### config.mk
export PLATFORM = sky130hd
export DESIGN_NAME = audio_channel_mixer
export DESIGN_NICKNAME = d
export VERILOG_FILES = /design/src/rtl/audio_channel_mixer.sv
export SDC_FILE = /design/constraint.sdc
export NUM_CORES = 1
export LEC_CHECK = 0
export ABC_AREA = 1
export BUFFER_PORTS_ARGS = -buffer_cell sky130_fd_sc_hd__buf_2
export CAP_MARGIN = 10
export CORE_ASPECT_RATIO = 1.75
export CORE_MARGIN = 8
export CORE_UTILIZATION = 40
export CTS_CLUSTER_SIZE = 25
export DETAILED_ROUTE_END_ITERATION = 8
export SLEW_MARGIN = 40
export SYNTH_ARGS = -nofsm -noshare
export SYNTH_HDL_FRONTEND = slang
export SYNTH_SLANG_ARGS = --single-unit
export TNS_END_PERCENT = 10
### constraint.sdc
create_clock -name clk_i -period 12.7 [get_ports clk_i]
set_input_delay 1.905 -clock clk_i [delete_from_list [all_inputs] [get_ports clk_i]]
set_output_delay 1.905 -clock clk_i [all_outputs]
set_load 0.03 [all_outputs]
### src/rtl/audio_channel_mixer.sv
// Time-multiplexed N-channel PCM mixer: per-channel Q1.x gain through one shared
// multiplier, ramped master gain, saturation with sticky clip reporting.
//
// state     | meaning
// ----------+------------------------------------------------------------
// ST_IDLE   | waiting for the sample-rate tick
// ST_LATCH  | snapshot voices/gains/enables, clear acc, step master gain
// ST_ACCUM  | one channel per cycle: acc += (sample*gain) >>> (GW-1)
// ST_MASTER | acc*g through the shared multiplier, saturate, register out
// ST_OUTPUT | output valid for one cycle, clip flag update
module audio_channel_mixer #(
   parameter int CHANNELS     = 4,
   parameter int SAMPLE_WIDTH = 16,
   parameter int GAIN_WIDTH   = 16,
   parameter int SAMPLE_DIV   = 2083,
   parameter int RAMP_STEP    = 256
) (
   input  logic                             clk_i,
   input  logic                             rst_i,
   input  logic                             enable_i,
   input  logic [CHANNELS-1:0]              channel_enable_i,
   input  logic [CHANNELS*SAMPLE_WIDTH-1:0] channel_sample_i,
   input  logic [CHANNELS*GAIN_WIDTH-1:0]   channel_gain_i,
   input  logic [GAIN_WIDTH-1:0]            master_gain_i,
   input  logic                             mute_i,
   input  logic                             clip_clear_i,
   output logic [SAMPLE_WIDTH-1:0]          mixed_sample_o,
   output logic                             sample_valid_o,
   output logic                             clip_o,
   output logic                             busy_o
);

   localparam int ACC_W  = SAMPLE_WIDTH + $clog2(CHANNELS) + 1;
   localparam int PROD_W = ACC_W + GAIN_WIDTH;
   localparam int IDX_W  = (CHANNELS > 1) ? $clog2(CHANNELS) : 1;
   localparam int CNT_W  = $clog2(SAMPLE_DIV);

   localparam logic [CNT_W-1:0] CNT_LAST = CNT_W'(SAMPLE_DIV - 1);
   localparam logic [IDX_W-1:0] IDX_LAST = IDX_W'(CHANNELS - 1);
   localparam logic signed [GAIN_WIDTH+1:0] STEP = (GAIN_WIDTH+2)'(RAMP_STEP);
   localparam logic signed [PROD_W-1:0] SAT_MAX =
      {{(PROD_W-SAMPLE_WIDTH+1){1'b0}}, {(SAMPLE_WIDTH-1){1'b1}}};
   localparam logic signed [PROD_W-1:0] SAT_MIN =
      {{(PROD_W-SAMPLE_WIDTH+1){1'b1}}, {(SAMPLE_WIDTH-1){1'b0}}};

   typedef enum logic [2:0] {
      ST_IDLE, ST_LATCH, ST_ACCUM, ST_MASTER, ST_OUTPUT
   } state_t;

   state_t state, state_nxt;

   logic [CNT_W-1:0]              cnt;
   logic                          tick;
   logic [IDX_W-1:0]              idx;
   logic signed [ACC_W-1:0]       acc;
   logic signed [GAIN_WIDTH-1:0]  g_q;
   logic signed [GAIN_WIDTH-1:0]  target;
   logic signed [GAIN_WIDTH-1:0]  g_nxt;
   logic signed [GAIN_WIDTH+1:0]  diff;
   logic signed [GAIN_WIDTH+1:0]  step_c;
   logic signed [GAIN_WIDTH+1:0]  g_sum;
   logic signed [SAMPLE_WIDTH-1:0] smp_q  [CHANNELS];
   logic signed [GAIN_WIDTH-1:0]   gain_q [CHANNELS];
   logic [CHANNELS-1:0]           en_q;
   logic                          sat_q;

   logic signed [ACC_W-1:0]       op_a;
   logic signed [GAIN_WIDTH-1:0]  op_b;
   logic signed [PROD_W-1:0]      prod;
   logic signed [PROD_W-1:0]      prod_sh;
   logic signed [ACC_W-1:0]       term;
   logic                          sat_hi;
   logic                          sat_lo;
   logic [SAMPLE_WIDTH-1:0]       sat_val;

   always_ff @(posedge clk_i or posedge rst_i) begin
      if (rst_i) begin
         cnt <= '0;
      end else if (!enable_i || cnt == CNT_LAST) begin
         cnt <= '0;
      end else begin
         cnt <= cnt + CNT_W'(1);
      end
   end

   assign tick = enable_i && (cnt == CNT_LAST);

   always_ff @(posedge clk_i or posedge rst_i) begin
      if (rst_i) state <= ST_IDLE;
      else       state <= state_nxt;
   end

   always_comb begin
      state_nxt = state;
      case (state)
         ST_IDLE:   if (tick) state_nxt = ST_LATCH;
         ST_LATCH:  state_nxt = ST_ACCUM;
         ST_ACCUM:  if (idx == IDX_LAST) state_nxt = ST_MASTER;
         ST_MASTER: state_nxt = ST_OUTPUT;
         ST_OUTPUT: state_nxt = ST_IDLE;
         default:   state_nxt = ST_IDLE;
      endcase
   end

   assign busy_o = (state != ST_IDLE);

   // Master gain moves toward its target by at most STEP per output sample.
   assign target = mute_i ? '0 : $signed(master_gain_i);

   always_comb begin
      diff = {{2{target[GAIN_WIDTH-1]}}, target} - {{2{g_q[GAIN_WIDTH-1]}}, g_q};
      if (RAMP_STEP == 0)      step_c = diff;
      else if (diff > STEP)    step_c = STEP;
      else if (diff < -STEP)   step_c = -STEP;
      else                     step_c = diff;
      g_sum = {{2{g_q[GAIN_WIDTH-1]}}, g_q} + step_c;
      g_nxt = g_sum[GAIN_WIDTH-1:0];
   end

   // One multiplier serves both the channel gains and the master gain.
   always_comb begin
      op_a = acc;
      op_b = g_q;
      if (state == ST_ACCUM) begin
         op_a = {{(ACC_W-SAMPLE_WIDTH){smp_q[idx][SAMPLE_WIDTH-1]}}, smp_q[idx]};
         op_b = gain_q[idx];
      end
      prod    = PROD_W'(op_a) * PROD_W'(op_b);
      prod_sh = prod >>> (GAIN_WIDTH - 1);
      term    = en_q[idx] ? prod_sh[ACC_W-1:0] : '0;
      sat_hi  = (prod_sh > SAT_MAX);
      sat_lo  = (prod_sh < SAT_MIN);
      if (sat_hi)      sat_val = SAT_MAX[SAMPLE_WIDTH-1:0];
      else if (sat_lo) sat_val = SAT_MIN[SAMPLE_WIDTH-1:0];
      else             sat_val = prod_sh[SAMPLE_WIDTH-1:0];
   end

   always_ff @(posedge clk_i or posedge rst_i) begin
      if (rst_i) begin
         acc            <= '0;
         idx            <= '0;
         g_q            <= '0;
         en_q           <= '0;
         sat_q          <= 1'b0;
         mixed_sample_o <= '0;
         sample_valid_o <= 1'b0;
         for (int i = 0; i < CHANNELS; i++) begin
            smp_q[i]  <= '0;
            gain_q[i] <= '0;
         end
      end else begin
         sample_valid_o <= 1'b0;
         case (state)
            ST_LATCH: begin
               for (int i = 0; i < CHANNELS; i++) begin
                  smp_q[i]  <= channel_sample_i[i*SAMPLE_WIDTH +: SAMPLE_WIDTH];
                  gain_q[i] <= channel_gain_i[i*GAIN_WIDTH +: GAIN_WIDTH];
               end
               en_q <= channel_enable_i;
               acc  <= '0;
               idx  <= '0;
               g_q  <= g_nxt;
            end
            ST_ACCUM: begin
               acc <= acc + term;
               idx <= idx + IDX_W'(1);
            end
            ST_MASTER: begin
               mixed_sample_o <= sat_val;
               sample_valid_o <= 1'b1;
               sat_q          <= sat_hi | sat_lo;
            end
            default: ;
         endcase
      end
   end

   // A saturation in the output cycle beats a simultaneous clear.
   always_ff @(posedge clk_i or posedge rst_i) begin
      if (rst_i)                              clip_o <= 1'b0;
      else if (state == ST_OUTPUT && sat_q)   clip_o <= 1'b1;
      else if (clip_clear_i)                  clip_o <= 1'b0;
   end

endmodule

==> results by group <==
Run status
  • Outcome: finished clean

Layout
  • Final layout net count: 3685
  • Layout area overhead: 10.2%
  • Count of inserted antenna diode cells: 0
  • Fillcell total: 6014
  • Post-Route Utilization: 44.4%
  • Layout cell share with drive strength beyond 1: 9.64%

Pwr
  • Internal cell power: 1010 uW
  • Logic gate share of total power: 6.2%
  • Pwr dens: 52.9 nW/um2
  • Clock network fraction of total power: 45.2%
  • Flop pwr share: 48.5%
  • Leakage power of the design: 0.0132 uW
  • Net Sw Frac: 24.2%
  • Sw power: 323 uW
  • Worst voltage drop across the vdd grid: 0.0921 mV

Clocking
  • CTS root buf: sky130_fd_sc_hd__clkbuf_16
  • Number of buffers inserted by hold repair at cts: 0
  • Number of buffers inserted by post-CTS setup repair: 0
  • Number of buffers created by CTS: 20
  • Latest clock arrival within the worst-skew pair: 520 ps
  • Max Root-Sink Buffers: 3
  • Total number of clock tree sinks: 203
  • TritonCTS clock tree: built
  • Clock transition time at the flip-flop clock pins of the worst setup and hold paths: 70 ps
  • Htree depth: 1
  • Number of instances resized during post-cts repair: 0

Placement
  • Placed wire-length estimate after detailed placement: 58400 um
  • Setup Slack @ Placement: 2680 ps
  • Final GP Congestion: 0.963
  • Port Buffer Count: 171

Logic synthesis
  • Ranking of synthesized cells by instance count: sky130_fd_sc_hd__nand2_1 (764), sky130_fd_sc_hd__inv_1 (549), sky130_fd_sc_hd__nor2_1 (321)
  • Cell area after technology mapping: 22900 um2
  • Post-synthesis sequential area ratio: 22.2%
  • Cell accounting for the most synthesized area: sky130_fd_sc_hd__fa_1
  • Post-synthesis cell type count: 47
  • Flip-flop and latch count after synthesis: 203
  • Most repeated cell in the gate-level netlist after synthesis: sky130_fd_sc_hd__nand2_1
  • Commonest register cell after synthesis: sky130_fd_sc_hd__dfrtp_1
  • Average cell area after synthesis: 7.72 um2
  • Synth top area cells: sky130_fd_sc_hd__fa_1 (27%), sky130_fd_sc_hd__dfrtp_1 (22%), sky130_fd_sc_hd__nand2_1 (13%)
  • Number of instances in the synthesized netlist: 2967
  • Net count after synthesis: 3563
  • Total of warnings raised by yosys: 0
  • Area share of the leading cell type in the synthesized netlist: 26.7%
  • Share of flip-flops with an asynchronous set or reset: 100%
  • Number of enable-type register cells in the synthesized netlist: 0

Detailed routing
  • Post-detailed-route DRC marker count: 0
  • Number of iterations in the first detailed-routing pass: 5
  • Avg WL per Cell: 18.3 um
  • Total wirelength of the detailed-routed design: 70900 um
  • Post-detailed-route via-to-cell ratio: 4.97
  • Number of design-rule violations left by the first detailed-router iteration: 1008
  • Antenna-violating nets left: 0
  • Total via count in the routed design: 19200

Timing
  • Count of final setup violators: 0
  • Share of the cycle needed by the critical path after routing: 79.2%
  • Final-layout worst hold slack: 463 ps
  • Measured slew at the worst slew-check pin: 801 ps
  • Fin. Hold Viols: 0
  • Sum Neg Setup Slack: 0 ps
  • Fmax achieved: 99.4 MHz
  • Max-slew violations: 0
  • Final worst clock skew: 12.4 ps
  • Tightest slew margin relative to the limit: 46.6%
  • Min Clock Period, post-route: 10060 ps
  • Unrepaired setup endpoints after global routing: no
  • Worst setup slack after layout: 2640 ps

Critical path
  • Crit-path max cell delay: 560 ps
  • Classification of the worst setup path: register to register
  • Data required, critical path: 13070 ps
  • Crit path max-delay cell type: sky130_fd_sc_hd__fa_1
  • Crit end category: register
  • Sort of element at the start of the critical path: register
  • Most common cell on crit path: sky130_fd_sc_hd__nand2_1
  • CP Data Arrival Time: 10430 ps
  • Max FO, Critical Path: 28

GRT
  • Largest net degree at the start of global routing: 112
  • Overflow left after global routing: 0
  • Number of global-route vias before repair: 20300
  • Antenna violations before repair: 1
  • Wire length of the first global-routing pass: 112000 um
  • Total track usage: 21.8%

Floorplanning
  • Chip height: 333 um
  • Horizontal extent of the die: 197 um
  • Count of standard-cell rows: 116
  • Initial standard-cell utilization of the core: 40.3%
  • Floorplan die area: 65500 um2
  • Floorplan Core Area: 56900 um2
  • Number of I/O pins: 172

Run
  • Maximum Capacitance Violations: 0

Min path
  • Worst hold-check path type: register to register
[registers in the layout (all words and copies together), names as in the netlist]
name,cells
mixed_sample_o,16
idx,2
en_q,4
gain_q,64
acc,19
sat_q,1
cnt,12
g_q,16
clip_o,1
smp_q,64
state,3
sample_valid_o,1
[placed cells by master, fill, tap and decap left out, types with 34 or more instances in the layout]
master                    count
sky130_fd_sc_hd__xor2_1      34
sky130_fd_sc_hd__inv_1      548
sky130_fd_sc_hd__dfrtp_1    202
sky130_fd_sc_hd__buf_2      171
sky130_fd_sc_hd__fa_1       306
sky130_fd_sc_hd__nand2_1    764
sky130_fd_sc_hd__a21oi_1    129
sky130_fd_sc_hd__nand3_1     55
sky130_fd_sc_hd__nor2_1     321
sky130_fd_sc_hd__o21ai_0    168
sky130_fd_sc_hd__ha_1       137
[metal layers]
metal | track usage (%) | wire length (um) | part of all wire, %
met5 | 0 | 8 | 0.011
met4 | 14.5 | 5530 | 7.8
met3 | 2.44 | 2830 | 4.0
met2 | 39.7 | 36700 | 52
met1 | 23.5 | 25700 | 36
[area by class of cell]
| class | count | area (um2) | area share (%) |
|---|---|---|---|
| repair buffers | 198 | 1070 | 4.24 |
| clock buffers | 29 | 594 | 2.36 |
| clock inverters | 7 | 68.8 | 0.273 |
| flip-flops and latches | 203 | 5080 | 20.1 |
| well taps | 767 | 960 | 3.80 |
| inverters | 560 | 2110 | 8.37 |
| multi-input cells | 2106 | 15300 | 60.8 |
[stage by stage]
stage	instances	instance area (um2)	total power (uW)
after floorplan	2967	22900	706
after global placement	3834	24500	744
after detailed placement	3834	24600	745
after CTS	3870	25200	1350
after global routing	3870	25200	1390
final	3870	25200	1340
[power groups by stage]
stage               registers (uW)  logic, uW  clock network, uW
floorplan                      660       46.2                  0
global placement               660       83.9                  0
detailed placement             660       84.5                  0
CTS                            648       84.9                620
global route                   647       95.5                644
finish                         648       83.4                604
[worst max-delay path, delay by kind of cell (launching register included)]
kind / cells / cell delay, ps
XOR/XNOR: 1 / 190
adder cells (fa/ha/maj): 8 / 3790
buffers and inverters: 7 / 1610
flip-flops: 1 / 470
AO/OA/AOI/OAI: 11 / 2150
AND/OR/NAND/NOR: 14 / 1650
[kinds of logic (layout without fill, tap and decap cells)]
group,Yosys count,after routing,synth area share [%]
flip-flops,203,203,22.2
AND/OR/NAND/NOR,1225,1225,21.4
XOR/XNOR,47,47,1.80
AO/OA/AOI/OAI,391,391,9.45
adder cells (fa/ha/maj),443,443,34.2
buffers and inverters,658,794,11.0
[final timing paths]
kind / from / to / slack [ps] / cells past startpoint
hold reg to reg: smp_q[59] / smp_q[59] / 460 / 2
setup reg to reg: state[2] / acc[13] / 2640 / 41
setup / recovery: state[2] / acc[13] / 2640 / 41
max in group asynchronous: rst_i / idx[0] / 10250 / 3
min in group asynchronous: rst_i / smp_q[47] / 1410 / 2
hold / removal: smp_q[59] / smp_q[59] / 460 / 2
(Power assumes the default switching activity.)
